$ cat src/rtl/dma_stream_arbiter_if.sv
// Handshake bundle between the DMA stream arbiter and its surroundings:
// per-stream requests and priorities in, grant and config-load strobe out.
interface dma_stream_arbiter_if #(
  parameter int NSTREAMS = 8,
  parameter int IDW      = 3
);
  logic [NSTREAMS-1:0]   i_req;
  logic [2*NSTREAMS-1:0] i_pl;
  logic                  i_abort;
  logic                  i_unit_done;
  logic [NSTREAMS-1:0]   o_grant;
  logic [IDW-1:0]        o_grant_id;
  logic                  o_grant_valid;
  logic                  o_load;
  logic                  o_busy;

  modport slave (
    input  i_req, i_pl, i_abort, i_unit_done,
    output o_grant, o_grant_id, o_grant_valid, o_load, o_busy
  );

  modport master (
    output i_req, i_pl, i_abort, i_unit_done,
    input  o_grant, o_grant_id, o_grant_valid, o_load, o_busy
  );
endinterface

$ cat src/rtl/dma_stream_arbiter.sv
// Grants the shared DMA transfer datapath to one stream at a time, chosen by
// priority level, and holds the grant until the unit completes or aborts.
module dma_stream_arbiter #(
  parameter int NSTREAMS = 8,
  parameter int IDW      = 3,
  parameter int RR_EQUAL = 0
) (
  input  logic                 i_clk,
  input  logic                 i_reset,
  dma_stream_arbiter_if.slave  bus
);

  localparam logic [1:0] ST_IDLE    = 2'd0;
  localparam logic [1:0] ST_LOAD    = 2'd1;
  localparam logic [1:0] ST_ACTIVE  = 2'd2;
  localparam logic [1:0] ST_RELEASE = 2'd3;

  logic [1:0]     state_q, state_d;
  logic [IDW-1:0] id_q, id_d;
  logic [IDW-1:0] rr_ptr_q, rr_ptr_d;

  logic [1:0]     pl_arr [NSTREAMS];
  logic [1:0]     top_pl;
  logic [IDW-1:0] win_id;
  logic [IDW-1:0] scan_id;
  logic           found;
  int             start;

  // Winner: highest level among requesters, ties broken by a scan that
  // starts at 0 or just after the last granted stream.
  // NOTE: every variable written here gets a default first, so no latch is inferred.
  always_comb begin
    top_pl  = '0;
    win_id  = '0;
    scan_id = '0;
    found   = 1'b0;
    start   = (RR_EQUAL != 0) ? int'(rr_ptr_q) + 1 : 0;
    for (int k = 0; k < NSTREAMS; k++) begin
      pl_arr[k] = bus.i_pl[2*k +: 2];
      if (bus.i_req[k] && (pl_arr[k] > top_pl)) top_pl = pl_arr[k];
    end
    for (int off = 0; off < NSTREAMS; off++) begin
      scan_id = IDW'((start + off) % NSTREAMS);
      if (!found && bus.i_req[scan_id] && (pl_arr[scan_id] == top_pl)) begin
        win_id = scan_id;
        found  = 1'b1;
      end
    end
  end

  always_comb begin
    state_d  = state_q;
    id_d     = id_q;
    rr_ptr_d = rr_ptr_q;
    case (state_q)
      ST_IDLE: begin
        if (|bus.i_req) begin
          id_d    = win_id;
          state_d = ST_LOAD;
        end
      end
      ST_LOAD:   state_d = bus.i_abort ? ST_RELEASE : ST_ACTIVE;
      ST_ACTIVE: if (bus.i_unit_done || bus.i_abort) state_d = ST_RELEASE;
      ST_RELEASE: begin
        rr_ptr_d = id_q;
        state_d  = ST_IDLE;
      end
      default:   state_d = ST_IDLE;
    endcase
  end

  // NOTE: sequential state uses non-blocking assignments so every flop samples pre-edge values.
  always_ff @(posedge i_clk) begin
    if (i_reset) begin
      state_q  <= ST_IDLE;
      id_q     <= '0;
      rr_ptr_q <= IDW'(NSTREAMS - 1);
    end else begin
      state_q  <= state_d;
      id_q     <= id_d;
      rr_ptr_q <= rr_ptr_d;
    end
  end

  assign bus.o_grant_valid = (state_q == ST_LOAD) || (state_q == ST_ACTIVE);
  assign bus.o_grant       = bus.o_grant_valid ? (NSTREAMS'(1) << id_q) : '0;
  assign bus.o_grant_id    = id_q;
  assign bus.o_load        = (state_q == ST_LOAD);
  assign bus.o_busy        = (state_q != ST_IDLE);

endmodule
$ cat src/flat_wrapper.sv
// flat-port wrapper written by rule: the top's interface ports become plain ports
module dma_stream_arbiter_flat 
#(
  parameter int NSTREAMS = 8,
  parameter int IDW      = 3,
  parameter int RR_EQUAL = 0
)
  (i_clk, i_reset, bus_i_req, bus_i_pl, bus_i_abort, bus_i_unit_done, bus_o_grant, bus_o_grant_id, bus_o_grant_valid, bus_o_load, bus_o_busy);
  dma_stream_arbiter_if #(.NSTREAMS(NSTREAMS), .IDW(IDW)) bus_i ();
  input  logic i_clk;
  input  logic i_reset;
  input wire logic [$bits(bus_i.i_req)-1:0] bus_i_req;
  input wire logic [$bits(bus_i.i_pl)-1:0] bus_i_pl;
  input wire logic [$bits(bus_i.i_abort)-1:0] bus_i_abort;
  input wire logic [$bits(bus_i.i_unit_done)-1:0] bus_i_unit_done;
  output wire logic [$bits(bus_i.o_grant)-1:0] bus_o_grant;
  output wire logic [$bits(bus_i.o_grant_id)-1:0] bus_o_grant_id;
  output wire logic [$bits(bus_i.o_grant_valid)-1:0] bus_o_grant_valid;
  output wire logic [$bits(bus_i.o_load)-1:0] bus_o_load;
  output wire logic [$bits(bus_i.o_busy)-1:0] bus_o_busy;
  assign bus_i.i_req = bus_i_req;
  assign bus_i.i_pl = bus_i_pl;
  assign bus_i.i_abort = bus_i_abort;
  assign bus_i.i_unit_done = bus_i_unit_done;
  assign bus_o_grant = bus_i.o_grant;
  assign bus_o_grant_id = bus_i.o_grant_id;
  assign bus_o_grant_valid = bus_i.o_grant_valid;
  assign bus_o_load = bus_i.o_load;
  assign bus_o_busy = bus_i.o_busy;
  dma_stream_arbiter #(.NSTREAMS(NSTREAMS), .IDW(IDW), .RR_EQUAL(RR_EQUAL)) u_core (.i_clk(i_clk), .i_reset(i_reset), .bus(bus_i));
endmodule
$ cat config.mk
export PLATFORM = sky130hd
export DESIGN_NAME = dma_stream_arbiter_flat
export DESIGN_NICKNAME = d
export VERILOG_FILES = /design/src/rtl/dma_stream_arbiter_if.sv /design/src/rtl/dma_stream_arbiter.sv /design/src/flat_wrapper.sv
export SDC_FILE = /design/constraint.sdc
export NUM_CORES = 1
export LEC_CHECK = 0
export ABC_AREA = 0
export CAP_MARGIN = 20
export CORE_MARGIN = 2
export CORE_UTILIZATION = 54
export CTS_CLUSTER_DIAMETER = 100
export DETAILED_ROUTE_END_ITERATION = 16
export PLACE_DENSITY = 0.87
export SYNTH_ARGS = -nofsm -noshare
export SYNTH_HDL_FRONTEND = slang
export SYNTH_SLANG_ARGS = --single-unit
$ cat constraint.sdc
create_clock -name i_clk -period 22.3 [get_ports i_clk]
set_clock_uncertainty 0.15 [all_clocks]
set_input_delay 2.23 -clock i_clk [delete_from_list [all_inputs] [get_ports i_clk]]
set_output_delay 2.23 -clock i_clk [all_outputs]
set_load 0.1 [all_outputs]
==> results of run 1 <==
==> layer usage <==
metal,up-vias,track usage,share of wire,wire length (um)
met5,-,0,0,0
met3,2,0.0238,0.045,186
met4,0,0.0540,0.0034,14
met1,811,0.314,0.46,1910
li1,883,-,-,-
met2,59,0.419,0.49,2000
==> sequential cells by signal (all words and copies together), names as in the netlist <==
register,count
u_core.state_q,2
u_core.bus.o_grant_id,3
==> cell type report <==
cell class / count / area (um2) / area share
Multi-Input combinational cell: 183 / 1480 / 0.695
Timing Repair Buffer: 41 / 410 / 0.193
Sequential cell: 5 / 100 / 0.0470
Inverter: 19 / 71.3 / 0.0335
Tap cell: 33 / 41.3 / 0.0194
Clock buffer: 4 / 26.3 / 0.0123
==> synthesized netlist by cell type (2+ instances only) <==
master	number	area, um2
o211a_1	3	30.0
nor4_1	4	25.0
o21bai_1	2	15.0
xnor2_1	7	61.3
a31oi_1	4	25.0
o221ai_1	3	26.3
and2_1	2	12.5
inv_1	19	71.3
ha_1	13	163
o32ai_4	2	55.1
nor2b_1	2	12.5
o21ai_0	10	50.1
o22ai_1	6	37.5
o21ai_2	2	17.5
a311oi_1	2	17.5
nand2_1	24	90.1
xnor2_2	5	81.3
nor2_1	23	86.3
xor2_1	2	17.5
a21oi_1	4	20.0
mux2i_1	4	40.0
buf_6	2	22.5
dfxtp_1	5	100
o211ai_1	4	30.0
nand2b_1	4	25.0
a211oi_1	4	30.0
nor3_1	3	15.0
nand3_1	4	20.0
==> power breakdown <==
part	total, uW	internal (uW)	switching, uW
Clock	11.0	6.80	4.19
Sequential	17.7	13.2	4.52
Combinational	204	66.0	138
Total	233	86.0	147
==> kinds of logic (layout without fill, tap and decap cells) <==
logic type	count (synthesis)	count (layout)	synth area share
buffers and inverters	21	64	0.0560
multiplexers	4	4	0.0239
flip-flops	5	5	0.0597
adder cells (fa/ha/maj)	13	13	0.0971
XOR/XNOR	14	14	0.0956
AND/OR/NAND/NOR	80	80	0.247
AO/OA/AOI/OAI	72	72	0.420
==> worst max path at each step <==
stage | depth (start not counted) | slack [ps] | startpoint | to
2_1_floorplan | 48 | 11910 | bus_i_req[0] | u_core.bus.o_grant_id[0]
3_3_place_gp | 47 | 10560 | bus_i_req[0] | u_core.bus.o_grant_id[0]
3_5_place_dp | 49 | 10340 | bus_i_req[0] | u_core.bus.o_grant_id[2]
4_1_cts | 49 | 10560 | bus_i_req[0] | u_core.bus.o_grant_id[2]
5_1_grt | 49 | 9790 | bus_i_req[0] | u_core.bus.o_grant_id[0]
6_report | 49 | 10450 | bus_i_req[0] | u_core.bus.o_grant_id[2]
==> worst register-to-register path: cells and delay by family, from the launching register on <==
kind	cells	cell delay (ps)
compound gates	3	660
fa+ha+maj	1	220
buf+inv	2	150
flops	1	360
simple gates	1	40
==> stage by stage <==
step	instances	util	hold slack [ps]	instance area (um2)	power [uW]
floorplan	209	-	354	1680	182
global placement	281	0.701	380	2100	219
detailed placement	281	0.701	424	2100	222
CTS	285	0.710	436	2130	233
global route	285	0.710	446	2130	249
finish	285	0.710	426	2130	233
==> flow_summary.ini, run 1 <==
[status]
run_status = completed

[detailed_routing]
remaining_drc_errors = 0
post_drt_via_cell_ratio = 6.16
drt-total-wl_um = 4120
initialDrtViolationCount = 91
via_count = 1755
routed_wire_length_per_instance_um = 14.5
detail_route.first_pass.iterations = 4
antenna_left = 0

[floorplan]
chipWidth_um = 59.7
rows = 20
placeableCoreArea_um2 = 3000
boundaryPins = 42
start_util = 0.558
design.die.area_um2 = 3560
floorplan.die.height_um = 59.7

[timing]
min_period_ps = 11850
fin_tns_setup_ps = 0
layout_setup_ws_ps = 10450
worst_slew_pin_slew_ps = 979
max-slew-margin-rel = 0.345
final_max_slew_viol_count = 0
max_freq_mhz = 84.4
rsz0062_at_grt = no
finalHoldViolations = 0
fin_crit_sh = 0.531
setup_viol = 0

[placement]
detailedPlacementHpwl_um = 3390
number_of_port_buffers = 41
place_worst_setup_slack_ps = 10340
gpl.final_weighted_congestion = 0.843

[global_routing]
global_route_wire_length_before_repair_um = 6830
grt_pass1_vias = 1594
grt.overflow.total = 0
grtUsageTotal = 0.239
number_of_antenna_violations_at_the_first_check_in_global_routing = 0
grt_max_degree = 12

[worst_hold_path]
hold_path.startpoint = u_core.state_q[0]
hold_path.class = register to register
holdPathEnd = u_core.state_q[0]
worstHoldPathCells = 2

[synth]
yosys_warnings = 0
postSynthAreaPerCell_um2 = 8.02
synth_seq_cells = 5
synth-edff-count = 0
syn-cell-area_um2 = 1680
postSynth.asyncResetShare = 0
synth.lib_cells_used.distinct = 68
dominant_synthesized_flop_cell = dfxtp_1
synth_fp_nets = 250
post_synth_inst_count = 209
sequential_area_share_after_synthesis = 0.0597

[final_layout]
final_common_cell = clkdlybuf4s50_1
final.fill_count = 235
antenna_cells_inserted = 0
final_layout_size_suffix_gt1_frac = 0.143
layout.cells.most_common_list = clkdlybuf4s50_1 (41), nand2_1 (24), nor2_1 (23)
layout.nets = 294
syn2layout_area_growth_pct = 27.2

[worst_setup_path]
critical-path-max-stage-delay_ps = 520
crit_family = compound AO/OA/AOI/OAI gates
path_max_fanout = 8
cp-end-kind = register
crit_path_start_kind = primary input
cpMostUsedCell = ha_1
reg2reg_from = u_core.state_q[1]
critical-path-slowest-cell = clkdlybuf4s50_1
worst_ep_arrival_time_ps = 11830
timing.rr.end = u_core.state_q[0]
cp.required_ps = 22280
r2r_cells = 7
crit_type = primary input to register
ff_to_ff_setup_slack_ps = 20630
worstPathBufferInverterCount = 5

[clocking]
cts_resized = 0
clock-sinks = 5
ctsRootBufferMaster = clkbuf_4
number_of_buffers_created_by_cts = 3
post_cts.repair.setup_buffers = 0
h-tree-depth = 1
insertion_delay_ps = 240
cts.hold.buffers_added = 0
cts_max_path_buffers = 2
tritoncts = built
clk_pin_slew_worst_paths_ps = 50

[pwr]
max-vdd-ir-drop_mv = 0.0681
leakagePower_uw = 0.000865
power_density_nw_per_um2 = 109

[run]
max_cap_viol_count = 0
Power figures use the tool's default switching activity.
==> run 2, diff against run 1 <==
--- a/config.mk
+++ b/config.mk
@@ -8,10 +8,10 @@
 export ABC_AREA = 0
 export CAP_MARGIN = 20
 export CORE_MARGIN = 2
-export CORE_UTILIZATION = 54
+export CORE_UTILIZATION = 46
 export CTS_CLUSTER_DIAMETER = 100
 export DETAILED_ROUTE_END_ITERATION = 16
-export PLACE_DENSITY = 0.87
+export PLACE_DENSITY = 0.79
 export SYNTH_ARGS = -nofsm -noshare
 export SYNTH_HDL_FRONTEND = slang
 export SYNTH_SLANG_ARGS = --single-unit
==> constraint.sdc (replaced) <==
create_clock -name i_clk -period 10.6 [get_ports i_clk]
set_clock_uncertainty 0.15 [all_clocks]
set_input_delay 1.06 -clock i_clk [delete_from_list [all_inputs] [get_ports i_clk]]
set_output_delay 1.06 -clock i_clk [all_outputs]
set_load 0.1 [all_outputs]
==> run 2 against run 1 <==
  * Setup slack got worse by 10000 ps
  * Clock power is 110% higher
  * First-iteration DRC count decreased by 40%
  * Utilization fell by 2.3 points
  * Critical path type unchanged
  * Register-to-register slack worse by 12000 ps
==> flow_summary.ini, run 2 (synthesis gave the netlist of run 1 again) <==
[status]
run_status = completed

[timing]
finalHoldWorstSlack_ps = 403
setup_viol = 0
final_max_slew_viol_count = 0
layout_setup_ws_ps = 443
fin_crit_sh = 0.958
max-slew-margin-rel = 0.340
worst_slew_pin_slew_ps = 987
finalHoldViolations = 0
min_period_ps = 10160
max_freq_mhz = 98.5

[global_routing]
global_route_wire_length_before_repair_um = 7050
number_of_antenna_violations_at_the_first_check_in_global_routing = 0
grt.overflow.total = 0
grtUsageTotal = 0.207
grt_pass1_vias = 1706
grt_max_degree = 12

[pwr]
clockPowerShare = 0.044
max-vdd-ir-drop_mv = 0.112
seqPwrFrac = 0.071
internal_power_uw = 204
power_density_nw_per_um2 = 223
power.share.combinational = 0.884
power.switching_uw = 318
leakagePower_uw = 0.000963
switch_share = 0.609

[detailed_routing]
remaining_drc_errors = 0
routed_wire_length_per_instance_um = 13.7
drt-total-wl_um = 4320
detail_route.first_pass.iterations = 4
antenna_left = 0
post_drt_via_cell_ratio = 5.67
initialDrtViolationCount = 55
via_count = 1785

[final_layout]
flip_flop_and_latch_area_um2 = 100
antenna_cells_inserted = 0
layout.cells.most_common_list = clkdlybuf4s50_1 (40), nand2_1 (24), nor2_1 (21)
fin_util = 0.687
largest_register_ff_count = 3
area_of_combinational_cells_with_multiple_inputs_um2 = 1550
syn2layout_area_growth_pct = 40.0
final_common_cell = clkdlybuf4s50_1
layout.nets = 311
final_layout_size_suffix_gt1_frac = 0.238
final.fill_count = 312
final_cell_area_um2 = 2350
post_layout_nonfiller_instances = 315

[clocking]
h-tree-depth = 1
clk_pin_slew_worst_paths_ps = 60
cts.hold.buffers_added = 0
cts_max_path_buffers = 2
tritoncts = built
number_of_buffers_created_by_cts = 3
insertion_delay_ps = 260
ctsRootBufferMaster = clkbuf_4
clock-sinks = 5

[placement]
placed_area_um2 = 2140
number_of_port_buffers = 41
place_worst_setup_slack_ps = -148
placed_cells_incl_taps = 297
detailedPlacementHpwl_um = 3480
gpl.final_weighted_congestion = 0.847

[worst_setup_path]
cp.required_ps = 10600
critPathLaunch = bus_i_pl[1]
crit_type = primary input to register
cpMostUsedCell = ha_1
ff_to_ff_setup_slack_ps = 8940
critical-path-max-stage-delay_ps = 510
endpoint = u_core.bus.o_grant_id[2]
r2r_cells = 7
reg2reg_from = u_core.state_q[1]
critical-path-slowest-cell = clkdlybuf4s50_1
crit_path_start_kind = primary input
cp-end-kind = register
path_max_fanout = 7
timing.rr.end = u_core.state_q[0]
worst_ep_arrival_time_ps = 10160

[floorplan]
chipWidth_um = 64.4
design.die.area_um2 = 4140
boundaryPins = 42
floorplan.die.height_um = 64.4
placeableCoreArea_um2 = 3420
rows = 21
start_util = 0.490

[worst_hold_path]
worstHoldPathCells = 2
hold_path.class = register to register

[run]
max_cap_viol_count = 0
run 2: power groups by stage:
stage	Sequential [uW]	Combinational [uW]	Clock (uW)
2_1_floorplan	71.4	311	0
3_3_place_gp	37.6	428	0
3_5_place_dp	37.7	432	0
4_1_cts	37.4	433	24.1
5_1_grt	39.6	492	27.0
6_report	37.1	462	23.2
run 2: routing by layer:
metal  GRT usage  routed length, um  vias up
met5           0                  0        -
met1       0.262               1980      823
met2       0.366               2110       45
met4      0.0665                 73        0
li1            -                  -      911
met3      0.0194                161        6
run 2: timing repair:
action / CTS / global route
buffers inserted: 0 / 14
resized for setup: 0 / 16
endpoints found under the setup margin: 0 / 3
hold endpoints to repair: 0 / 0
run 2: layout make-up:
cell class / count / area share
repair buffers: 58 / 0.230
well taps: 46 / 0.0245
clock buffers: 3 / 0.00960
multi-input cells: 183 / 0.659
inverters: 19 / 0.0320
flip-flops and latches: 5 / 0.0427
clock inverters: 1 / 0.00213
run 2: worst min-delay path by stage:
| stage | start | to | slack (ps) |
|---|---|---|---|
| final | u_core.state_q[1] | u_core.state_q[1] | 400 |
| after global routing | u_core.state_q[0] | u_core.state_q[0] | 450 |
| after CTS | u_core.state_q[1] | u_core.state_q[1] | 410 |
| after detailed placement | u_core.state_q[1] | u_core.state_q[1] | 400 |
| after global placement | u_core.state_q[1] | u_core.state_q[1] | 380 |
| after floorplan | u_core.state_q[1] | u_core.state_q[1] | 350 |
run 2: worst max-delay path, delay by kind of cell:
family                     cells  cell delay, ps
xor gates and xnor gates       1             190
adders and majority gates      7            1850
AOI/OAI and AO/OA             21            3980
muxes                          2             300
buffers and inverters          5             880
and+or+nand+nor               14            1870
run 2: metrics by stage:
| stage | total power (uW) | TNS, ps |
|---|---|---|
| 3_3_place_gp | 466 | 0 |
| 5_1_grt | 559 | -205 |
| 6_report | 522 | 0 |
| 3_5_place_dp | 470 | -321 |
| 4_1_cts | 495 | 0 |
| 2_1_floorplan | 382 | 0 |
==> run 3, diff against run 2 <==
--- a/config.mk
+++ b/config.mk
@@ -7,7 +7,7 @@
 export LEC_CHECK = 0
 export ABC_AREA = 0
 export CAP_MARGIN = 20
-export CORE_MARGIN = 2
+export CORE_MARGIN = 5
 export CORE_UTILIZATION = 46
 export CTS_CLUSTER_DIAMETER = 100
 export DETAILED_ROUTE_END_ITERATION = 16
==> run 3 against run 2 <==
  * Count of clock-buffer cells in the layout unchanged
  * Non-clock buffer count unchanged
  * First-iteration DRC count increased by 73%
  * Flip-flop and latch count unchanged
  * Die area increased by 20%
  * Global-route usage decreased by 4.7 points
  * Sequential power increased by 2%
  * Critical endpoint is now u_core.bus.o_grant_id[0]
  * Largest cell class unchanged
  * Largest power group unchanged
==> flow_summary.ini, run 3 (synthesis gave the netlist of run 1 again) <==
[status]
run_status = completed

[floorplan]
start_util = 0.465
rows = 22
design.die.area_um2 = 4950
boundaryPins = 42
floorplan.die.height_um = 70.4
placeableCoreArea_um2 = 3610
chipWidth_um = 70.4

[final_layout]
layout.cells.most_common_list = clkdlybuf4s50_1 (41), nand2_1 (24), nor2_1 (21)
final_cell_area_um2 = 2380
antenna_cells_inserted = 0
largest_register_ff_count = 3
final_layout_size_suffix_gt1_frac = 0.242
layout.nets = 311
final_common_cell = clkdlybuf4s50_1
syn2layout_area_growth_pct = 42.3

[global_routing]
use_met1 = 0.206
groute.layer.met3.usage = 0.0302
grt_max_degree = 12
busiest_metal_layer_after_global_routing = met2
grtUsageTotal = 0.160
number_of_antenna_violations_at_the_first_check_in_global_routing = 0
globalRouteMet2Util = 0.279
grt_pass1_vias = 1551
grt.overflow.total = 0
global_route_wire_length_before_repair_um = 6780

[clocking]
cts_max_path_buffers = 2
ctsRootBufferMaster = clkbuf_8
clk_pin_slew_worst_paths_ps = 40
h-tree-depth = 1
cts.hold.buffers_added = 0
insertion_delay_ps = 220
clock-sinks = 5
tritoncts = built
number_of_buffers_created_by_cts = 3

[worst_setup_path]
critical-path-max-stage-delay_ps = 510
cp.required_ps = 10600
worst_ep_arrival_time_ps = 10030
cp-end-kind = register
path_max_fanout = 7
crit_path_start_kind = primary input
critical-path-slowest-cell = clkdlybuf4s50_1
crit_type = primary input to register
cpMostUsedCell = ha_1

[detailed_routing]
initialDrtViolationCount = 95
antenna_left = 0
via_count = 1769
routed_wire_length_per_instance_um = 13.8
post_drt_via_cell_ratio = 5.58
drt-total-wl_um = 4380
remaining_drc_errors = 0
detail_route.first_pass.iterations = 5

[timing]
finalHoldWorstSlack_ps = 399
fin_crit_sh = 0.947
final_max_slew_viol_count = 0
max-slew-margin-rel = 0.345
finalHoldViolations = 0
worst_slew_pin_slew_ps = 980
max_freq_mhz = 99.6
min_period_ps = 10040
setup_viol = 0

[placement]
placed_area_um2 = 2150
detailedPlacementHpwl_um = 3360
gpl.final_weighted_congestion = 0.869
number_of_port_buffers = 41

[pwr]
leakagePower_uw = 0.000965
max-vdd-ir-drop_mv = 0.135
power_density_nw_per_um2 = 224

[worst_hold_path]
hold_path.class = register to register

[run]
max_cap_viol_count = 0
==> run 3: final timing paths <==
path                            depth (start not counted)               from  slack [ps]                       end
worst min register to register                          2  u_core.state_q[1]         400         u_core.state_q[1]
worst min-delay path                                    2  u_core.state_q[1]         400         u_core.state_q[1]
worst max register to register                          7  u_core.state_q[0]        8920         u_core.state_q[0]
worst max-delay path                                   50       bus_i_req[0]         560  u_core.bus.o_grant_id[0]
==> run 3: layout make-up <==
type                    instances  area [um2]
multi-input cells             183        1560
fillers                       293        1220
clock buffers                   3        41.3
well taps                      48        60.1
repair buffers                 58         538
inverters                      19        75.1
flip-flops and latches          5         100
clock inverters                 1        5.00
==> run 3: critical path, delay by kind of cell <==
kind | cells | cell delay (ps)
and+or+nand+nor | 14 | 1650
AOI/OAI and AO/OA | 22 | 3890
adders and majority gates | 7 | 1960
muxes | 2 | 390
xor gates and xnor gates | 1 | 260
buffers and inverters | 4 | 800
==> run 3: report_power, final <==
part | leakage [uW] | internal, uW | total, uW | switching (uW)
Combinational | 0.000899 | 160 | 460 | 300
Sequential | 0.0000413 | 27.8 | 37.9 | 10.1
Clock | 0.0000255 | 25.3 | 35.1 | 9.84
Total | 0.000965 | 213 | 533 | 320
==> run 3: timing repair <==
action / in CTS / in global routing
setup buffers: 0 / 14
endpoints found under the hold margin: 0 / 0
setup endpoints to repair: 0 / 3
resized for setup: 0 / 17
==> run 3: through the flow <==
step                utilization  worst slack, ps  instances  TNS, ps  power (uW)
global route              0.661             -105        317     -208         566
global placement          0.595             76.4        299        0         465
finish                    0.661              562        317        0         533
CTS                       0.608              219        303        0         506
floorplan                     -             1380        209        0         382
detailed placement        0.595             16.9        299        0         469
==> run 3: routing by layer <==
| metal | routed length [um] | share of wire | up-vias |
|---|---|---|---|
| met5 | 0 | 0 | - |
| met4 | 10 | 0.0023 | 0 |
| met3 | 188 | 0.043 | 2 |
| met2 | 2200 | 0.50 | 39 |
| met1 | 1980 | 0.45 | 819 |
| li1 | - | - | 909 |
